[config.mk]
export PLATFORM = sky130hd
export DESIGN_NAME = alu_share_arbiter
export DESIGN_NICKNAME = d
export VERILOG_FILES = /design/src/rtl/alu_pkg.sv /design/src/rtl/alu.sv /design/src/rtl/alu_share_arbiter.sv
export SDC_FILE = /design/constraint.sdc
export NUM_CORES = 1
export LEC_CHECK = 0
export CORE_UTILIZATION = 35
export DETAILED_ROUTE_END_ITERATION = 10
export PLACE_DENSITY = 0.59
export SYNTH_ARGS = -nofsm -noshare
export SYNTH_HDL_FRONTEND = slang
export SYNTH_SLANG_ARGS = --single-unit
export TNS_END_PERCENT = 50
[constraint.sdc]
create_clock -name clk -period 4.6 [get_ports clk]
set_input_delay 0.46 -clock clk [delete_from_list [all_inputs] [get_ports clk]]
set_output_delay 0.46 -clock clk [all_outputs]
set_load 0.02 [all_outputs]
[src/rtl/alu_pkg.sv]
// Shared definitions for the shared-ALU arbiter: op codes, FSM states,
// flag bit positions and the round-robin pick rule.
package alu_pkg;

  localparam logic [1:0] OP_CLR = 2'b00;
  localparam logic [1:0] OP_ADD = 2'b01;
  localparam logic [1:0] OP_SUB = 2'b10;
  localparam logic [1:0] OP_SHL = 2'b11;

  localparam int N = 3;
  localparam int Z = 2;
  localparam int C = 1;
  localparam int O = 0;

  typedef enum logic [1:0] {
    IDLE = 2'd0,
    EXEC = 2'd1,
    WB   = 2'd2
  } state_t;

  // Winner id: a lone requester wins; under contention the one not served last wins.
  function automatic logic arb_pick(input logic r0, input logic r1, input logic last);
    logic pick;
    if (r0 && r1) begin
      pick = ~last;
    end else if (r1) begin
      pick = 1'b1;
    end else begin
      pick = 1'b0;
    end
    return pick;
  endfunction

endpackage

[src/rtl/alu.sv]
// Combinational ALU: clear/add/sub/shift-left with {n,z,c,o} flags.
module alu
  import alu_pkg::*;
#(
  parameter int WIDTH = 32
) (
  input  logic [1:0]       op,
  input  logic [WIDTH-1:0] a,
  input  logic [WIDTH-1:0] b,
  output logic [WIDTH-1:0] res,
  output logic [3:0]       flags
);

  logic [WIDTH:0] wide_s;

  // Result, carry/borrow and overflow for the selected operation.
  always_comb begin
    wide_s = {(WIDTH+1){1'b0}};
    flags  = 4'b0000;
    case (op)
      OP_ADD:  wide_s = {1'b0, a} + {1'b0, b};
      OP_SUB:  wide_s = {1'b0, a} - {1'b0, b};
      // Shift amounts above WIDTH push every bit, carry included, out to zero.
      OP_SHL:  wide_s = {1'b0, a} << b;
      default: wide_s = {(WIDTH+1){1'b0}};
    endcase
    res = wide_s[WIDTH-1:0];
    if (op == OP_CLR) begin
      flags = 4'b0000;
    end else begin
      flags[N] = wide_s[WIDTH-1];
      flags[Z] = (wide_s[WIDTH-1:0] == {WIDTH{1'b0}});
      flags[C] = wide_s[WIDTH];
      case (op)
        OP_ADD:  flags[O] = (a[WIDTH-1] == b[WIDTH-1]) && (wide_s[WIDTH-1] != a[WIDTH-1]);
        OP_SUB:  flags[O] = (a[WIDTH-1] != b[WIDTH-1]) && (wide_s[WIDTH-1] != a[WIDTH-1]);
        default: flags[O] = 1'b0;
      endcase
    end
  end

endmodule

[src/rtl/alu_share_arbiter.sv]
// Round-robin sharing of one ALU between execute (0) and branch/address (1)
// requesters; owns the architectural NZCO flag register.
module alu_share_arbiter
  import alu_pkg::*;
#(
  parameter int WIDTH = 32
) (
  input  logic             clk,
  input  logic             reset,
  input  logic             req0,
  input  logic [1:0]       op0,
  input  logic [WIDTH-1:0] a0,
  input  logic [WIDTH-1:0] b0,
  input  logic             setf0,
  input  logic             req1,
  input  logic [1:0]       op1,
  input  logic [WIDTH-1:0] a1,
  input  logic [WIDTH-1:0] b1,
  input  logic             setf1,
  output logic             gnt0,
  output logic             gnt1,
  output logic             done0,
  output logic             done1,
  output logic [WIDTH-1:0] res,
  output logic [3:0]       flags,
  output logic             busy
);

  state_t           state_r;
  logic [1:0]       op_r;
  logic [WIDTH-1:0] a_r;
  logic [WIDTH-1:0] b_r;
  logic             setf_r;
  logic             id_r;
  logic             last_r;
  logic [WIDTH-1:0] res_r;
  logic [3:0]       flags_r;

  logic             any_req_s;
  logic             win_s;
  logic [WIDTH-1:0] alu_res_s;
  logic [3:0]       alu_flags_s;

  assign any_req_s = req0 | req1;
  assign win_s     = arb_pick(req0, req1, last_r);

  alu #(.WIDTH(WIDTH)) u_alu (
    .op    (op_r),
    .a     (a_r),
    .b     (b_r),
    .res   (alu_res_s),
    .flags (alu_flags_s)
  );

  // Arbitration, operand capture, execute and write-back sequencing.
  always_ff @(posedge clk) begin
    if (reset) begin
      state_r <= IDLE;
      op_r    <= OP_CLR;
      a_r     <= {WIDTH{1'b0}};
      b_r     <= {WIDTH{1'b0}};
      setf_r  <= 1'b0;
      id_r    <= 1'b0;
      last_r  <= 1'b1;
      res_r   <= {WIDTH{1'b0}};
      flags_r <= 4'b0000;
    end else begin
      case (state_r)
        IDLE: begin
          if (any_req_s) begin
            op_r    <= win_s ? op1 : op0;
            a_r     <= win_s ? a1 : a0;
            b_r     <= win_s ? b1 : b0;
            setf_r  <= win_s ? setf1 : setf0;
            id_r    <= win_s;
            last_r  <= win_s;
            state_r <= EXEC;
          end else begin
            state_r <= IDLE;
          end
        end
        EXEC: begin
          res_r <= alu_res_s;
          if (setf_r) begin
            flags_r <= alu_flags_s;
          end else begin
            flags_r <= flags_r;
          end
          state_r <= WB;
        end
        WB:      state_r <= IDLE;
        default: state_r <= IDLE;
      endcase
    end
  end

  // Grants are combinational and suppressed while reset is asserted.
  assign gnt0  = (state_r == IDLE) && !reset && any_req_s && !win_s;
  assign gnt1  = (state_r == IDLE) && !reset && any_req_s && win_s;
  assign done0 = (state_r == WB) && !id_r;
  assign done1 = (state_r == WB) && id_r;
  assign busy  = (state_r != IDLE);
  assign res   = res_r;
  assign flags = flags_r;

endmodule

==> results of run 1 <==
[sequential cells by signal (all words and copies together), names as in the netlist]
name     count
setf_r       1
state_r      2
res         32
id_r         1
a_r         32
flags        4
last_r       1
b_r         32
op_r         2
[layout make-up]
class	count	area share
inverter	31	0.00941
timing repair buffer	285	0.212
tap	330	0.0334
multi-input combinational	939	0.549
clock buffer	10	0.0193
sequential	107	0.174
clock inverter	5	0.00374
[worst max-delay path, cell delays in order, from the launching register on]
cell and delay [ps]:
dfxtp_2 330, nor2_1 180, buf_4 220, and3_4 240
and3_2 230, a21oi_1 80, xnor2_1 210, ha_1 320
and2_1 170, or3_1 340, a31oi_1 190, o21ai_0 130
a31o_1 240, or4_4 550, nor4_4 270, nand3b_1 150
nor4b_2 320, a32o_1 200
[kinds of logic (layout without fill, tap and decap cells)]
| kind of cell | after synthesis | in the layout | share of synthesized area |
|---|---|---|---|
| compound gates | 316 | 316 | 0.235 |
| mux | 144 | 144 | 0.191 |
| fa+ha+maj | 37 | 37 | 0.0511 |
| buf+inv | 114 | 331 | 0.0492 |
| flops | 107 | 107 | 0.233 |
| xor+xnor | 48 | 48 | 0.0457 |
| simple gates | 394 | 394 | 0.194 |
[worst max-delay path by stage]
stage	from	end	depth (start not counted)
detailed placement	b_r[4]	flags[2]	18
global route	b_r[6]	flags[2]	20
floorplan	b_r[0]	flags[2]	19
CTS	b_r[2]	flags[2]	18
global placement	b_r[4]	flags[2]	16
finish	b_r[2]	flags[2]	17
[power by group through the flow]
stage	logic (mW)	clock network, mW	registers, mW
2_1_floorplan	1.35	0	1.15
3_3_place_gp	2.19	0	1.17
3_5_place_dp	2.19	0	1.18
4_1_cts	2.22	0.803	1.16
5_1_grt	2.50	0.843	1.17
6_report	2.31	0.790	1.16
[per-layer routing]
metal,GRT usage,up-vias,wire [µm]
met3,0.0376,58,1720
li1,-,4751,-
met1,0.331,4515,15200
met4,0.103,0,1240
met5,0,-,0
met2,0.408,330,15500
[repair_timing]
action                                  CTS  global route
resized for setup                         7            31
endpoints found under the setup margin    2             7
setup buffers                             1             4
pin swaps                                 1            14
hold endpoints to repair                  0             0
[Yosys cell counts, drive strengths merged (4+ instances only)]
cell / count
nor2: 162
dfxtp: 107
nand2: 101
mux2i: 98
a211oi: 91
a21oi: 60
clkbuf: 57
o21ai: 49
xnor2: 42
ha: 36
inv: 31
nor3: 29
buf: 26
mux2: 23
mux4: 23
a31oi: 21
nand3: 16
and3: 14
nand4: 14
and2: 9
nand2b: 9
o211ai: 9
a21o: 8
a22oi: 8
nor2b: 8
nor4: 8
or3: 7
o31ai: 6
xor2: 6
o21a: 5
a2111oi: 4
a21boi: 4
a41oi: 4
==> impl_metrics.tcl, run 1 <==
set metrics [dict create \
    slew_violations 0 \
    power.density_nw_per_um2 344 \
    hold_class "reg2reg" \
    layout_commonest_cell "clkdlybuf4s50_1" \
    area_growth_pct 34.4 \
    synthTopCellsByArea "dfxtp_1, mux2i_1, a211oi_1" \
    via_per_inst 5.66 \
    cts_tree "yes" \
    hold_viol_final 0 \
    netlist-cell-type-count 77 \
    ant_nets 0 \
    power.total_mw 4.26 \
    worstPathArrival_ps 4730 \
    worst_pin_slew_ps 1020 \
    grt_max_degree 65 \
    synth_ff_type "dfxtp_1" \
    finalInstanceArea_um2 12400 \
    p_comb_frac 0.542 \
    rows 58 \
    ys_seq_elements 107 \
    die_area_um2 26900 \
    synth_edf_count 0 \
    ios 179 \
    drv_cap 0 \
    drive_gt1_frac 0.149 \
    final_util 0.485 \
    synth_top_area_share 0.233 \
    finalSetupViolations 0 \
    antennaDiodeCount 0 \
    clock_skew_ps 6.40 \
    drtPass1Iterations 5 \
    grt_usage 0.251 \
    swShare 0.421 \
    seq_area_frac_synth 0.233 \
    h-tree-depth 3 \
    syn_avg_cell_area_um2 7.93 \
    fin_crit_sh 0.959 \
    whs_ps 461 \
    cts_buffers 9 \
    coreArea_um2 25500 \
    crit_type "reg2reg" \
    worstHoldStart "res[25]" \
    gp_congestion 0.990 \
    r2r_slack_ps 190 \
    wirelength_mm 33.7 \
    r2r-start "b_r[2]" \
    critPathRequiredTime_ps 4920 \
    initial_utilization 0.361 \
    cts_root_buffer "clkbuf_16" \
    vias 9654 \
    final_cell_mix "clkdlybuf4s50_1, nor2_1, buf_4" \
    multi_input_area_um2 6780 \
    status "finished, final reports clean" \
    fin_cells 1707 \
    dp_hpwl_mm 26.8 \
    die_h_um 164 \
    fin_crit_ps 4410 \
    ys_warn_count 0 \
    die_x_um 164 \
    r2r_end "flags[2]" \
    hold-path-cell-count 2 \
    grt_pass1_wl_mm 51.5 \
    clock_path_buffers 2 \
    synthCells 1160 \
    antenna_found_initial 0 \
    dp_cells 1687 \
    fill_cells 2540 \
    drt_iter0_drc 725 \
    critPathLaunchType "flip-flop" \
    switchingPower_mw 1.79 \
    drc 0 \
    post-place-ws_ps -288 \
    r2r_cells 17 \
    max_clock_freq_mhz 227 \
    ff_latch_area_um2 2150 \
    worst_slack_ps 189 \
    cp-end-kind "flip-flop" \
    routedWlPerCell_um 19.7 \
    first_global_vias 9076 \
    portBuffers 178 \
    clk_pin_slew_ps 80 \
    seqPwrFrac 0.272 \
    async_flop_share 0 \
    worstSkewPairLatency_ps 370 \
    grt-ovfl-total 0 \
    syn_area_um2 9200 \
    slew_headroom 0.312 \
    power.share.clock 0.185 \
    synth_nets 1335 \
    worstPathMaxFanout 9 \
    fin_setup_tns_ps 0 \
    min_to "res[25]" \
    cts_hold_buf 0 \
    cts_sinks 107 \
    final_nets 1548 \
    internal_power_mw 2.47 \
    irDropWorstVdd_v 0.000173 \
    yosysTopAreaCell "dfxtp_1" \
    place_area_um2 11900 \
    power.leakage_nw 4.77 \
]
(Power assumes the default switching activity.)
==> run 2, diff against run 1 <==
DONT_BUFFER_PORTS = 1   (was unset)
PLACE_DENSITY = 0.5   (was 0.59)
==> run 2 against run 1 <==
Sequential power barely moved. Highest routed layer unchanged. Largest cell class unchanged. Worst setup slack improved by 15 ps. Core utilization down 7.8 points. Combinational power fell by 13%. Global-route usage is 0.82 points lower. Power shrank 4.9%. First-iteration DRC count shrank 8.6%. Maximum frequency is 0.35% higher. Non-clock buffer count shrank 198.
==> impl_metrics.tcl, run 2 (synthesis results as in run 1) <==
set metrics [dict create \
    power.density_nw_per_um2 390 \
    clock_skew_ps 9.54 \
    max_clock_freq_mhz 228 \
    area_growth_pct 12.8 \
    worst_slack_ps 204 \
    drt_iter0_drc 663 \
    clk_pin_slew_ps 90 \
    crit_type "reg2reg" \
    power.leakage_nw 4.01 \
    routedWlPerCell_um 21.4 \
    initial_utilization 0.361 \
    cts_buffers 9 \
    h-tree-depth 3 \
    drv_cap 0 \
    status "finished, final reports clean" \
    hold_class "in2reg" \
    irDropWorstVdd_v 0.000178 \
    rows 58 \
    worstPathMaxFanout 5 \
    critPathRequiredTime_ps 4860 \
    cts_hold_buf 0 \
    cp_slowest_cell "a221o_1" \
    gp_congestion 0.958 \
    grt_max_degree 102 \
    vias 8897 \
    wirelength_mm 32.3 \
    worstPathArrival_ps 4660 \
    drive_gt1_frac 0.149 \
    fill_cells 2652 \
    fin_crit_sh 0.956 \
    ant_nets 0 \
    final_nets 1350 \
    grt_usage 0.243 \
    coreArea_um2 25500 \
    cp-end-kind "flip-flop" \
    dp_hpwl_mm 25.5 \
    clock_path_buffers 2 \
    grt_setup_unrepaired "no" \
    worst_pin_slew_ps 1070 \
    grt-ovfl-total 0 \
    fin_crit_ps 4400 \
    via_per_inst 5.89 \
    layout_commonest_cell "nor2_1" \
    antennaDiodeCount 0 \
    die_h_um 164 \
    first_global_vias 8160 \
    drc 0 \
    critPathLaunchType "flip-flop" \
    drtPass1Iterations 5 \
    worstSkewPairLatency_ps 370 \
    whs_ps 159 \
    max_stage_delay_ps 390 \
    cts_root_buffer "clkbuf_16" \
    grt_pass1_wl_mm 49.5 \
    final_cell_mix "nor2_1, dfxtp_1, nand2_1" \
    crit_path_frequent_cell "a21oi_1" \
    antenna_found_initial 0 \
    cts_sinks 107 \
    slew_headroom 0.289 \
    portBuffers 0 \
    slew_violations 0 \
    die_x_um 164 \
    ios 179 \
    path_cells "inv_2 > ha_2 > and3_2 > and3_1 > buf_4 > a21oi_1 > xnor2_1 > ha_1 > a211oi_1 > o21ai_1 > o21bai_1 > or3_1 > o221a_2 > a41oi_1 > a21oi_1 > a221o_1 > xor2_2 > a21oi_1 > buf_4 > a32o_1" \
    cts_tree "yes" \
    die_area_um2 26900 \
    hold_viol_final 0 \
    post-place-ws_ps -21.2 \
    finalSetupViolations 0 \
]
## run 2: changes by cell type in the layout (fill, tap and decap cells not counted), sizes merged
cell and change:
clkdlybuf4s50 -177, clkbuf -1, clkinvlp +1, buf -21, bufinv +1
## run 2: timing repair
action                                  in CTS  in global routing
setup buffers                                0                  2
endpoints found under the setup margin       1                  6
pin swaps                                    0                  5
gates resized for setup                      3                 18
## run 2: metrics by stage
stage          total power, mW  cells  TNS (ps)   util  instance area (µm²)
2_1_floorplan             2.50   1160         0      -                 9200
3_3_place_gp              3.15   1492     -14.2  0.391                 9960
3_5_place_dp              3.14   1492     -21.2  0.391                 9960
4_1_cts                   4.02   1508         0  0.404                10300
5_1_grt                   4.31   1510         0  0.408                10400
6_report                  4.05   1510         0  0.408                10400
## run 2: worst paths after layout
| check | slack, ps | endpoint | startpoint | cells after the start |
|---|---|---|---|---|
| min | 160 | state_r[1] | reset | 1 |
| min reg2reg | 530 | id_r | id_r | 1 |
| max reg2reg | 200 | flags[2] | b_r[1] | 20 |
| max | 200 | flags[2] | b_r[1] | 20 |
## run 2: power breakdown
part	switching, mW	internal, mW	total (mW)	leakage, nW
sequential	0.170	1.02	1.19	0.886
clock	0.423	0.437	0.861	0.151
combinational	1.15	0.845	2.00	2.97
## run 2: critical path, delay by kind of cell (launching register included)
| family | cells | cell delay, ps |
|---|---|---|
| AOI/OAI and AO/OA | 10 | 1900 |
| and+or+nand+nor | 3 | 790 |
| adders and majority gates | 2 | 450 |
| buffers and inverters | 3 | 430 |
| DFF | 1 | 380 |
| xor gates and xnor gates | 2 | 350 |
## run 2: layout make-up
type	instances	area [µm²]	area share
clock inverter	7	91.3	0.00880
multi-input combinational	939	6720	0.647
clock buffer	9	225	0.0217
timing repair buffer	87	669	0.0645
tap	330	413	0.0398
inverter	31	116	0.0112
sequential	107	2150	0.207
## run 2: routing by layer
metal / vias up / wire, µm / GRT usage / part of all wire
li1: 4350 / - / - / -
met1: 4201 / 14800 / 0.334 / 0.46
met2: 300 / 15000 / 0.391 / 0.46
met3: 46 / 1580 / 0.0283 / 0.049
met4: 0 / 884 / 0.0800 / 0.027
met5: - / 0 / 0 / 0
==> run 3, diff against run 2 <==
HOLD_SLACK_MARGIN = 0.06   (was unset)
PLACE_DENSITY = unset   (was 0.5)
==> run 3 against run 2 <==
Non-clock buffer count increased by 5. First-iteration DRC count increased by 22%. Via count grew 0.74%. Core utilization rose by 0.22 points. Cell area rose by 0.54%. Worst setup slack worse by 140 ps. Clock power down 0.7%. Count of clock-buffer cells in the layout stayed put. Sequential cell count is the same. Global-route usage up 0.19 points. Combinational power is essentially flat.
==> impl_metrics.tcl, run 3 (synthesis results as in run 1) <==
set metrics [dict create \
    critPathLaunchType "flip-flop" \
    hold_viol_final 0 \
    grt_setup_unrepaired "yes" \
    clock_skew_ps 12.3 \
    fin_setup_tns_ps 0 \
    fin_crit_ps 4540 \
    worstPathMaxFanout 5 \
    clock_path_buffers 2 \
    critPathRequiredTime_ps 4920 \
    finalSetupViolations 0 \
    gp_congestion 1.02 \
    power.total_mw 4.08 \
    grt_max_degree 102 \
    wirelength_mm 32.5 \
    grt-ovfl-total 0 \
    ios 179 \
    max_clock_freq_mhz 220 \
    irDropWorstVdd_v 0.000152 \
    final_cell_mix "nor2_1, dfxtp_1, nand2_1" \
    hold_class "in2reg" \
    worst_pin_slew_ps 959 \
    worstSkewPairLatency_ps 380 \
    portBuffers 0 \
    drt_iter0_drc 811 \
    grt_usage 0.245 \
    r2r_cells 19 \
    fill_cells 2666 \
    whs_ps 155 \
    drc 0 \
    ff_latch_area_um2 2150 \
    fin_crit_sh 0.987 \
    hold-path-cell-count 1 \
    final_nets 1355 \
    multi_input_area_um2 6740 \
    rows 58 \
    coreArea_um2 25500 \
    vias 8963 \
    worstPathArrival_ps 4860 \
    power.leakage_nw 4.04 \
    cts_tree "yes" \
    layout_commonest_cell "nor2_1" \
    ant_nets 0 \
    cts_root_buffer "clkbuf_16" \
    via_per_inst 5.91 \
    status "finished, final reports clean" \
    drv_cap 0 \
    cts_sinks 107 \
    clk_pin_slew_ps 80 \
    die_x_um 164 \
    cp-end-kind "flip-flop" \
    cts_buffers 9 \
    initial_utilization 0.361 \
    die_h_um 164 \
    area_growth_pct 13.5 \
    drtPass1Iterations 5 \
    routedWlPerCell_um 21.5 \
    first_global_vias 8270 \
    h-tree-depth 3 \
    power.density_nw_per_um2 391 \
    grt_pass1_wl_mm 49.6 \
    die_area_um2 26900 \
    antenna_found_initial 1 \
    drive_gt1_frac 0.154 \
    dp_hpwl_mm 25.7 \
    slew_violations 0 \
    r2r_slack_ps 60 \
    crit_type "reg2reg" \
    slew_headroom 0.359 \
    cts_hold_buf 0 \
]
run 3: final cells by class:
type	count	area share
multi-input combinational	939	0.646
inverter	31	0.0111
clock inverter	7	0.00839
antenna	1	0.000240
tap	330	0.0396
clock buffer	9	0.0216
timing repair buffer	92	0.0674
sequential	107	0.206
run 3: path summary, 6_finish.rpt:
path	to	from
min reg2reg	id_r	id_r
min	res[29]	reset
max reg2reg	flags[2]	b_r[6]
max	flags[2]	b_r[6]
run 3: per-stage QoR:
step / cells / setup slack, ps / cell area, µm² / utilization
2_1_floorplan: 1160 / 58.4 / 9200 / -
3_3_place_gp: 1499 / -117 / 10000 / 0.393
3_5_place_dp: 1499 / -197 / 10000 / 0.393
4_1_cts: 1515 / 12.6 / 10300 / 0.406
5_1_grt: 1515 / -100 / 10400 / 0.410
6_report: 1516 / 60.2 / 10400 / 0.410
run 3: per-layer routing:
layer  track usage  wire length [µm]  part of all wire
met5             0                 0                 0
met4         0.103              1140             0.035
met3        0.0348              1880             0.058
met2         0.398             15100              0.46
met1         0.322             14400              0.44
run 3: worst max-delay path: stages (launching register included):
cell      delay, ps
dfxtp_1         340
nor3_4          230
and3_4          230
buf_4           140
and3_1          200
nor2_1           80
xnor2_2         160
ha_1            340
buf_4           150
nand2_1         160
nor2_4          200
and3b_1         180
a31oi_1         110
o21a_1          190
a31o_1          250
or4_1           530
nor4_1          300
nand3b_1        160
nor4b_2         330
a32o_1          200
run 3: repair_timing:
action                                  in CTS  in global routing
resized for setup                            4                 19
setup buffers                                0                  0
endpoints found under the setup margin       1                  4
pin swaps                                    0                  2
run 3: power breakdown:
| group | switching [mW] | total (mW) | internal, mW |
|---|---|---|---|
| Clock | 0.422 | 0.855 | 0.433 |
| Sequential | 0.174 | 1.20 | 1.02 |
| Combinational | 1.16 | 2.02 | 0.861 |
